<file path="src/rtl/tte_pkg.sv">
// Shared definitions for the truth-table extractor.
// Contents:
//   tte_state_t : sweep FSM states.
//   code_width  : truth-table code width, 2**n_in.
//   tte_clog2   : ceiling log2, used to size the phase counter.
package tte_pkg;

    typedef enum logic [1:0] {
        IDLE    = 2'd0,
        SETTLE  = 2'd1,
        OBSERVE = 2'd2,
        FINISH  = 2'd3
    } tte_state_t;

    function automatic int code_width(input int n_in);
        return 2 ** n_in;
    endfunction

    function automatic int tte_clog2(input int v);
        int r;
        r = 0;
        while ((1 << r) < v) begin
            r = r + 1;
        end
        return r;
    endfunction

endpackage

</file>
<file path="src/rtl/tte_row_timer.sv">
// Per-row phase timer for the truth-table extractor.
// A loadable down-counter: load presets the count; otherwise it decrements
// toward zero and rests there. last is high during the final cycle of the
// loaded phase (count == 1).
// Ports:
//   clk      : rising-edge clock
//   rst_n    : asynchronous active-low reset
//   load     : preset the counter with load_val on this edge
//   load_val : phase length in cycles (>= 1)
//   last     : final cycle of the current phase
module tte_row_timer #(
    parameter int CW = 3
) (
    input  logic          clk,
    input  logic          rst_n,
    input  logic          load,
    input  logic [CW-1:0] load_val,
    output logic          last
);

    logic [CW-1:0] cnt_reg;

    always_ff @(posedge clk or negedge rst_n) begin
        if (!rst_n) begin
            cnt_reg <= '0;
        end else if (load) begin
            cnt_reg <= load_val;
        end else if (cnt_reg != '0) begin
            cnt_reg <= cnt_reg - CW'(1);
        end
    end

    assign last = (cnt_reg == CW'(1));

endmodule

</file>
<file path="src/rtl/truth_table_extractor.sv">
// Truth-table extractor: sweeps every input row of a combinational function,
// lets each row settle, samples the function output over an observation
// window and assembles the hex truth-table code (row 0 lands in the MSB).
// Ports:
//   clk      : rising-edge clock
//   rst_n    : asynchronous active-low reset
//   start    : begins a sweep when idle (including the cycle after done)
//   stim     : function inputs, stim[N_IN-1] is the MSB of the row index
//   dut_out  : function output, sampled synchronously
//   busy     : sweep in progress
//   done     : one-cycle pulse at the end of a sweep
//   code     : extracted truth table, held until the next accepted start
//   unstable : per-row flag, output changed inside the observation window
//   err      : OR of unstable, valid with code
module truth_table_extractor
    import tte_pkg::*;
#(
    parameter int N_IN          = 3,
    parameter int SETTLE_CYCLES = 4,
    parameter int OBS_CYCLES    = 2
) (
    input  logic                   clk,
    input  logic                   rst_n,
    input  logic                   start,
    output logic [N_IN-1:0]        stim,
    input  logic                   dut_out,
    output logic                   busy,
    output logic                   done,
    output logic [(2**N_IN)-1:0]   code,
    output logic [(2**N_IN)-1:0]   unstable,
    output logic                   err
);

    localparam int W    = code_width(N_IN);
    localparam int MAXC = (SETTLE_CYCLES > OBS_CYCLES) ? SETTLE_CYCLES : OBS_CYCLES;
    localparam int CW   = tte_clog2(MAXC + 1);

    tte_state_t      state_reg, state_next;
    logic [N_IN-1:0] row_reg, row_next;
    logic [N_IN-1:0] stim_reg, stim_next;
    logic            busy_reg, busy_next;
    logic            done_reg, done_next;
    logic [W-1:0]    code_reg, code_next;
    logic [W-1:0]    unstable_reg, unstable_next;
    logic            err_reg, err_next;
    logic            ref_reg, ref_next;
    logic            first_reg, first_next;

    logic            timer_load;
    logic [CW-1:0]   timer_val;
    logic            timer_last;

    // One-hot select of the code bit owned by the current row (row 0 -> MSB).
    logic [W-1:0]    row_sel;

    genvar gi;
    generate
        for (gi = 0; gi < W; gi++) begin : g_row_sel
            assign row_sel[gi] = (row_reg == N_IN'(W - 1 - gi));
        end
    endgenerate

    tte_row_timer #(
        .CW(CW)
    ) u_timer (
        .clk      (clk),
        .rst_n    (rst_n),
        .load     (timer_load),
        .load_val (timer_val),
        .last     (timer_last)
    );

    always_ff @(posedge clk or negedge rst_n) begin
        if (!rst_n) begin
            state_reg    <= IDLE;
            row_reg      <= '0;
            stim_reg     <= '0;
            busy_reg     <= 1'b0;
            done_reg     <= 1'b0;
            code_reg     <= '0;
            unstable_reg <= '0;
            err_reg      <= 1'b0;
            ref_reg      <= 1'b0;
            first_reg    <= 1'b0;
        end else begin
            state_reg    <= state_next;
            row_reg      <= row_next;
            stim_reg     <= stim_next;
            busy_reg     <= busy_next;
            done_reg     <= done_next;
            code_reg     <= code_next;
            unstable_reg <= unstable_next;
            err_reg      <= err_next;
            ref_reg      <= ref_next;
            first_reg    <= first_next;
        end
    end

    always_comb begin
        state_next    = state_reg;
        row_next      = row_reg;
        stim_next     = stim_reg;
        busy_next     = busy_reg;
        done_next     = 1'b0;
        code_next     = code_reg;
        unstable_next = unstable_reg;
        err_next      = err_reg;
        ref_next      = ref_reg;
        first_next    = first_reg;
        timer_load    = 1'b0;
        timer_val     = CW'(SETTLE_CYCLES);

        unique case (state_reg)
            IDLE: begin
                if (start) begin
                    state_next    = SETTLE;
                    row_next      = '0;
                    stim_next     = '0;
                    busy_next     = 1'b1;
                    code_next     = '0;
                    unstable_next = '0;
                    err_next      = 1'b0;
                    timer_load    = 1'b1;
                end
            end

            SETTLE: begin
                if (timer_last) begin
                    state_next = OBSERVE;
                    first_next = 1'b1;
                    timer_load = 1'b1;
                    timer_val  = CW'(OBS_CYCLES);
                end
            end

            OBSERVE: begin
                first_next = 1'b0;
                // First sample of the window is the reference; later samples
                // that disagree mark the row unstable.
                if (first_reg) begin
                    ref_next = dut_out;
                end
                for (int i = 0; i < W; i++) begin
                    if (row_sel[i]) begin
                        if (!first_reg && (dut_out != ref_reg)) begin
                            unstable_next[i] = 1'b1;
                        end
                        if (timer_last) begin
                            code_next[i] = dut_out;
                        end
                    end
                end
                if (timer_last) begin
                    if (row_reg == N_IN'(W - 1)) begin
                        state_next = FINISH;
                    end else begin
                        state_next = SETTLE;
                        row_next   = row_reg + N_IN'(1);
                        stim_next  = row_reg + N_IN'(1);
                        timer_load = 1'b1;
                    end
                end
            end

            FINISH: begin
                done_next  = 1'b1;
                busy_next  = 1'b0;
                err_next   = |unstable_reg;
                stim_next  = '0;
                state_next = IDLE;
            end

            default: begin
                state_next = IDLE;
            end
        endcase
    end

    assign stim     = stim_reg;
    assign busy     = busy_reg;
    assign done     = done_reg;
    assign code     = code_reg;
    assign unstable = unstable_reg;
    assign err      = err_reg;

endmodule

</file>
<file path="config.mk">
export PLATFORM = sky130hd
export DESIGN_NAME = truth_table_extractor
export DESIGN_NICKNAME = d
export VERILOG_FILES = /design/src/rtl/tte_pkg.sv /design/src/rtl/tte_row_timer.sv /design/src/rtl/truth_table_extractor.sv
export SDC_FILE = /design/constraint.sdc
export NUM_CORES = 1
export LEC_CHECK = 0
export ABC_AREA = 1
export CAP_MARGIN = 10
export CELL_PAD_IN_SITES_DETAIL_PLACEMENT = 0
export CELL_PAD_IN_SITES_GLOBAL_PLACEMENT = 1
export CORE_MARGIN = 5
export CORE_UTILIZATION = 35
export DETAILED_ROUTE_END_ITERATION = 7
export GPL_TIMING_DRIVEN = 0
export PLACE_DENSITY = 0.73
export SYNTH_ARGS = -nofsm -noshare
export SYNTH_HDL_FRONTEND = slang
export SYNTH_SLANG_ARGS = --single-unit
</file>
<file path="constraint.sdc">
create_clock -name clk -period 2.1 [get_ports clk]
set_clock_uncertainty 0.15 [all_clocks]
set_input_delay 0.42 -clock clk [delete_from_list [all_inputs] [get_ports clk]]
set_output_delay 0.42 -clock clk [all_outputs]
set_load 0.1 [all_outputs]
</file>
### After elaboration in Yosys (flattened, before gate mapping)

Index checks and enable logic that the tools add are counted.

* add/subtract/negate cells: 2
* equality and inequality tests: 25
* muxes and demuxes: 47
* reductions and logical operators: 33

Operators with widths (count)
* 4-bit AND reduction: 18
* 8-bit one-hot mux with 2 select lines: 2
* 1-bit two-way mux: 26
* 2-bit != test, second input constant: 13
* 3-bit two-way mux: 7
* 3-bit == test, second input constant: 4
* 3-bit one-hot mux with 3 select lines: 1
* 2-bit two-way mux: 4
* 8-bit two-way mux: 1
* 2-bit one-hot mux with 4 select lines: 1
* 2-bit nonzero test: 4
* 8-bit OR reduction: 1
* 3-bit by 1-bit == test with 1-bit output, second input constant: 2
* 3-bit by 2-bit == test with 1-bit output, second input constant: 2
* 1-bit one-hot mux with 2 select lines: 3
* 3-bit one-hot mux with 2 select lines: 1
* 2-bit AND reduction: 3
* 3-bit nonzero test: 2
* 2-bit == test, second input constant: 2
* 3-bit by 1-bit adder with 3-bit output, second input constant: 1
* 3-bit logical NOT: 1
* 1-bit one-hot mux with 3 select lines: 1
* 3-bit AND reduction: 1
* 3-bit by 1-bit subtractor with 3-bit output, second input constant: 1
* other kinds (5): 5

* flip-flop bits (word level): 32
* logic and storage cells: 132

### Logic depth before layout (Yosys ltp)

* depth after elaboration: 5
* gate-level depth with buffers: 10
* mapped depth without buffers: 8

### Hierarchy

From an unflattened synthesis, not the netlist that was laid out.

* cells, all modules: 248
* area total of the unflattened synthesis: 1815.5 µm²

Modules (own cells, without submodules)
* truth_table_extractor: times used 1, cells each 216, area an instance 1597.8 µm², sequential area each 725.7 µm²
* tte_row_timer: times used 1, cells each 32, area an instance 217.7 µm², sequential area each 75.1 µm²

### Worst setup path after synthesis

OpenSTA, ideal clock, no wires.

* path type: register to register
* start point: reg row_reg[0]
* end point: reg u_timer.cnt_reg[1]
* setup time: 118 ps
* arrival: 1290 ps
* data required time: 1832 ps
* path slack: 542 ps
* cell stages (with the launch flop): 7
* cells stage by stage: dfrtp_1 > ha_1 > ha_1 > nand2_1 > nand4_1 > nand2_1 > nand2_1

* cells in the longest elaborated chain, start to end: 5
* elaborated cells on any way between the ends: 6
* those cells by class: eq/ne (1); mux (4); reduce/logical (1)

RTL lines
* from (decl): line truth_table_extractor.sv:39 `logic [N_IN-1:0] row_reg, row_next;`
* from (signal assigned): line truth_table_extractor.sv:87 `row_reg <= row_next;`
* 3-bit == test (*): line truth_table_extractor.sv:154 `if (row_reg == N_IN'(W - 1)) begin`
* 1-bit two-way mux (*): line truth_table_extractor.sv:154
* 1-bit two-way mux (*): line truth_table_extractor.sv:153 `if (timer_last) begin`
* 1-bit one-hot mux with 3 select lines (*): line truth_table_extractor.sv:113 `unique case (state_reg)`
* 3-bit two-way mux / 2-bit nonzero test (equally long branches)
* to (signal assigned): line tte_row_timer.sv:27 `cnt_reg <= load_val;`
* to (signal assigned): line tte_row_timer.sv:29 `cnt_reg <= cnt_reg - CW'(1);`
* to (decl): line tte_row_timer.sv:21 `logic [CW-1:0] cnt_reg;`

Every way passes the cells marked *; elsewhere a longest branch is shown, timed or not.
A chain may end at the register's enable or synchronous reset.

### Worst setup path after layout

* start point: reg stim_reg[2], in the netlist stim[2]
* end point: out stim[2]

RTL lines
* from (decl): line truth_table_extractor.sv:40 `logic [N_IN-1:0] stim_reg, stim_next;`
* from (signal assigned): line truth_table_extractor.sv:88 `stim_reg <= stim_next;`
* to (decl): line truth_table_extractor.sv:25 `output logic [N_IN-1:0] stim,`

No word-level cell between the ends.

==> metrics.txt <==
MaxCap Viol Count=0; storage element area=801 um2; clock slew seen by the registers of the worst setup and hold paths=70 ps; DR vias/cell=4.60; Worst Hold Class=input port to asynchronous set/reset pin; DP HPWL=2.87 mm; #FFs+latches synth=32; die area=0.00648 mm2; origin of the critical flop-to-flop path=row_reg[0]$_DFFE_PN0P_; final-stage net count=253; EDFF count, synth=0; area of the multi-input gates=779 um2; CP max stage cell=dlygate4sd2_1; Rows=25; TritonCTS clock tree=built; remaining antenna violation count=0; Mapped Nets=221; post-layout min period=2060 ps; Max FO, Critical Path=2; setup ws final=35.9 ps; Synth Area in Adders=0.0647; critical path's top delay family=buffers and inverters; placed cells=300; Power, Total=3440 uW; first-pass GRT wire length=6.64 mm; Routability Congestion=0.830; antenna violations before repair=0; Root Driver=clkbuf_8; P&R area growth vs syn=23.0%; worst skew pair latency=290 ps; largest family of logic cells by synthesized area=simple AND/OR/NAND/NOR gates; worst path cell trace=dlygate4sd2_1; Finished Layout Cells=308; I/O pins=26; Die H=80.5 um; Via Count=1416; WP buf/inv=1; Post-Syn Instances=208; status=finished clean; clk buf depth=2; yosys synthesis warning count=0; Buffers on Ports=25; most frequent cells after synthesis=nand2_1 (57), dfrtp_1 (32), inv_1 (26); Rel. slew slack=0.361; Synth Area in Simple Gates=0.292; clock sinks=32; count leader, synth=nand2_1; Worst R2R End=u_timer.cnt_reg[1]$_DFFE_PN0P_; fmax=484 MHz; R2R cell count=6; Final Max Tran Viols=0; leakage=0.00117 uW; Cell Area, Synth=0.00174 mm2; post-synthesis mux area share=0; total CTS buffers=5; dpl ws=37.1 ps; Total Routing Usage GR=0.135; Hold-fix buffers, CTS=0; core region area=0.00479 mm2; async set or reset register ratio after synthesis=1.00; Worst EP required=1530 ps; Post-CTS Setup Inserts=0; Avg Cell Area, Syn=8.36 um2; PwrDens=1610 mW/mm2; 1st-pass router iterations=4; vias in the first global route=1341; GR Overflow Total=0; sequential share of the synthesized area=0.460; slew at the pin closest to its max-slew limit=963 ps; RSZ-0062 raised after global routing=no; CP startpoint kind=flip-flop; fraction of layout cells with a size suffix above 1=0.120; post-synthesis xor/xnor area fraction=0.00504; drt drc=0; area leader, netlist=dfrtp_1; Synth Area in Compound Gates=0.0863; WL final=3.85 mm; number of distinct library cells after synthesis=23; CP endpoint kind=output pin; Max IR drop VDD=657 uV; internal reg-to-reg setup slack=280 ps; diode count=0; Sum Neg Setup Slack=0 ps; final critical-path share of the clock period=0.983; starting density of the core=0.363; largest net degree at the start of global routing=33; ys flop type=dfrtp_1; Setup violations, final=0; wire length per cell=12.5 um; slowest stage delay, CP=860 ps; crit path from=stim[2]$_DFFE_PN0P_; Critical Path AT=1490 ps; worst hold slack=35.2 ps; H-tree levels=2; Final Hold Viols=0; share of Yosys cell area claimed by the top area cell type=0.460; type of the worst setup path=flip-flop to output pin; largest cells by area after synthesis=dfrtp_1 (46%), nand2_1 (12%), ha_1 (6.5%); initial drt markers=73; die width=80.5 um; fill count=500
## repair_timing
| action | CTS | global route |
|---|---|---|
| setup endpoints to repair | 22 | 11 |
| resized for setup | 22 | 12 |
| pin swaps | 0 | 0 |
## metrics by stage
stage	util	area [um2]
global placement	0.433	2070
CTS	0.445	2130
finish	0.447	2140
floorplan	-	1740
detailed placement	0.432	2070
global route	0.447	2140
## worst max-delay path by stage
stage                                                 to  slack (ps)  depth (start not counted)
after floorplan           u_timer.cnt_reg[1]$_DFFE_PN0P_         540                          6
after global placement    u_timer.cnt_reg[0]$_DFFE_PN0P_        -240                          1
after detailed placement                     unstable[0]          40                          1
after CTS                                    unstable[0]           4                          1
after global routing                             stim[0]         0.7                          1
final                                            stim[2]          40                          1
## per-layer routing
layer	wire length (um)	global-route usage	vias to the layer above
met5	0	0	-
met4	67	0.0524	0
met3	208	0.0392	8
met2	1720	0.204	33
met1	1860	0.180	652
li1	-	-	723
## power breakdown
part	internal (uW)	switching (uW)	leakage (uW)	total, uW
Clock	267	231	0.0000455	499
Sequential	802	108	0.000422	910
Combinational	498	1540	0.000703	2030
## cell families after synthesis
kind of cell / after synthesis
XOR/XNOR: 1
AO/OA/AOI/OAI: 29
buffers and inverters: 34
adder cells (fa/ha/maj): 9
AND/OR/NAND/NOR: 103
flip-flops: 32
## cell usage in the layout (no fill, tap or decap), drive strengths merged
cell type and n:
clkdlybuf4s15 10, dlygate4sd2 11, xor2 1, or2 1, nand2 62, clkdlybuf4s50 2
o22ai 1, nand4 7, nor2 18, dfrtp 32, nand3 14, inv 30
buf 5, clkbuf 9, a21oi 4, o21ai 24, nor3 1, ha 9
## area by class of cell
class / count / area share
Sequential cell: 32 / 0.374
Multi-Input combinational cell: 142 / 0.364
Timing Repair Buffer: 25 / 0.106
Inverter: 30 / 0.0550
Clock buffer: 8 / 0.0421
Tap cell: 67 / 0.0392
Buffer: 4 / 0.0193
No activity file was read; power rests on OpenSTA's default activity.
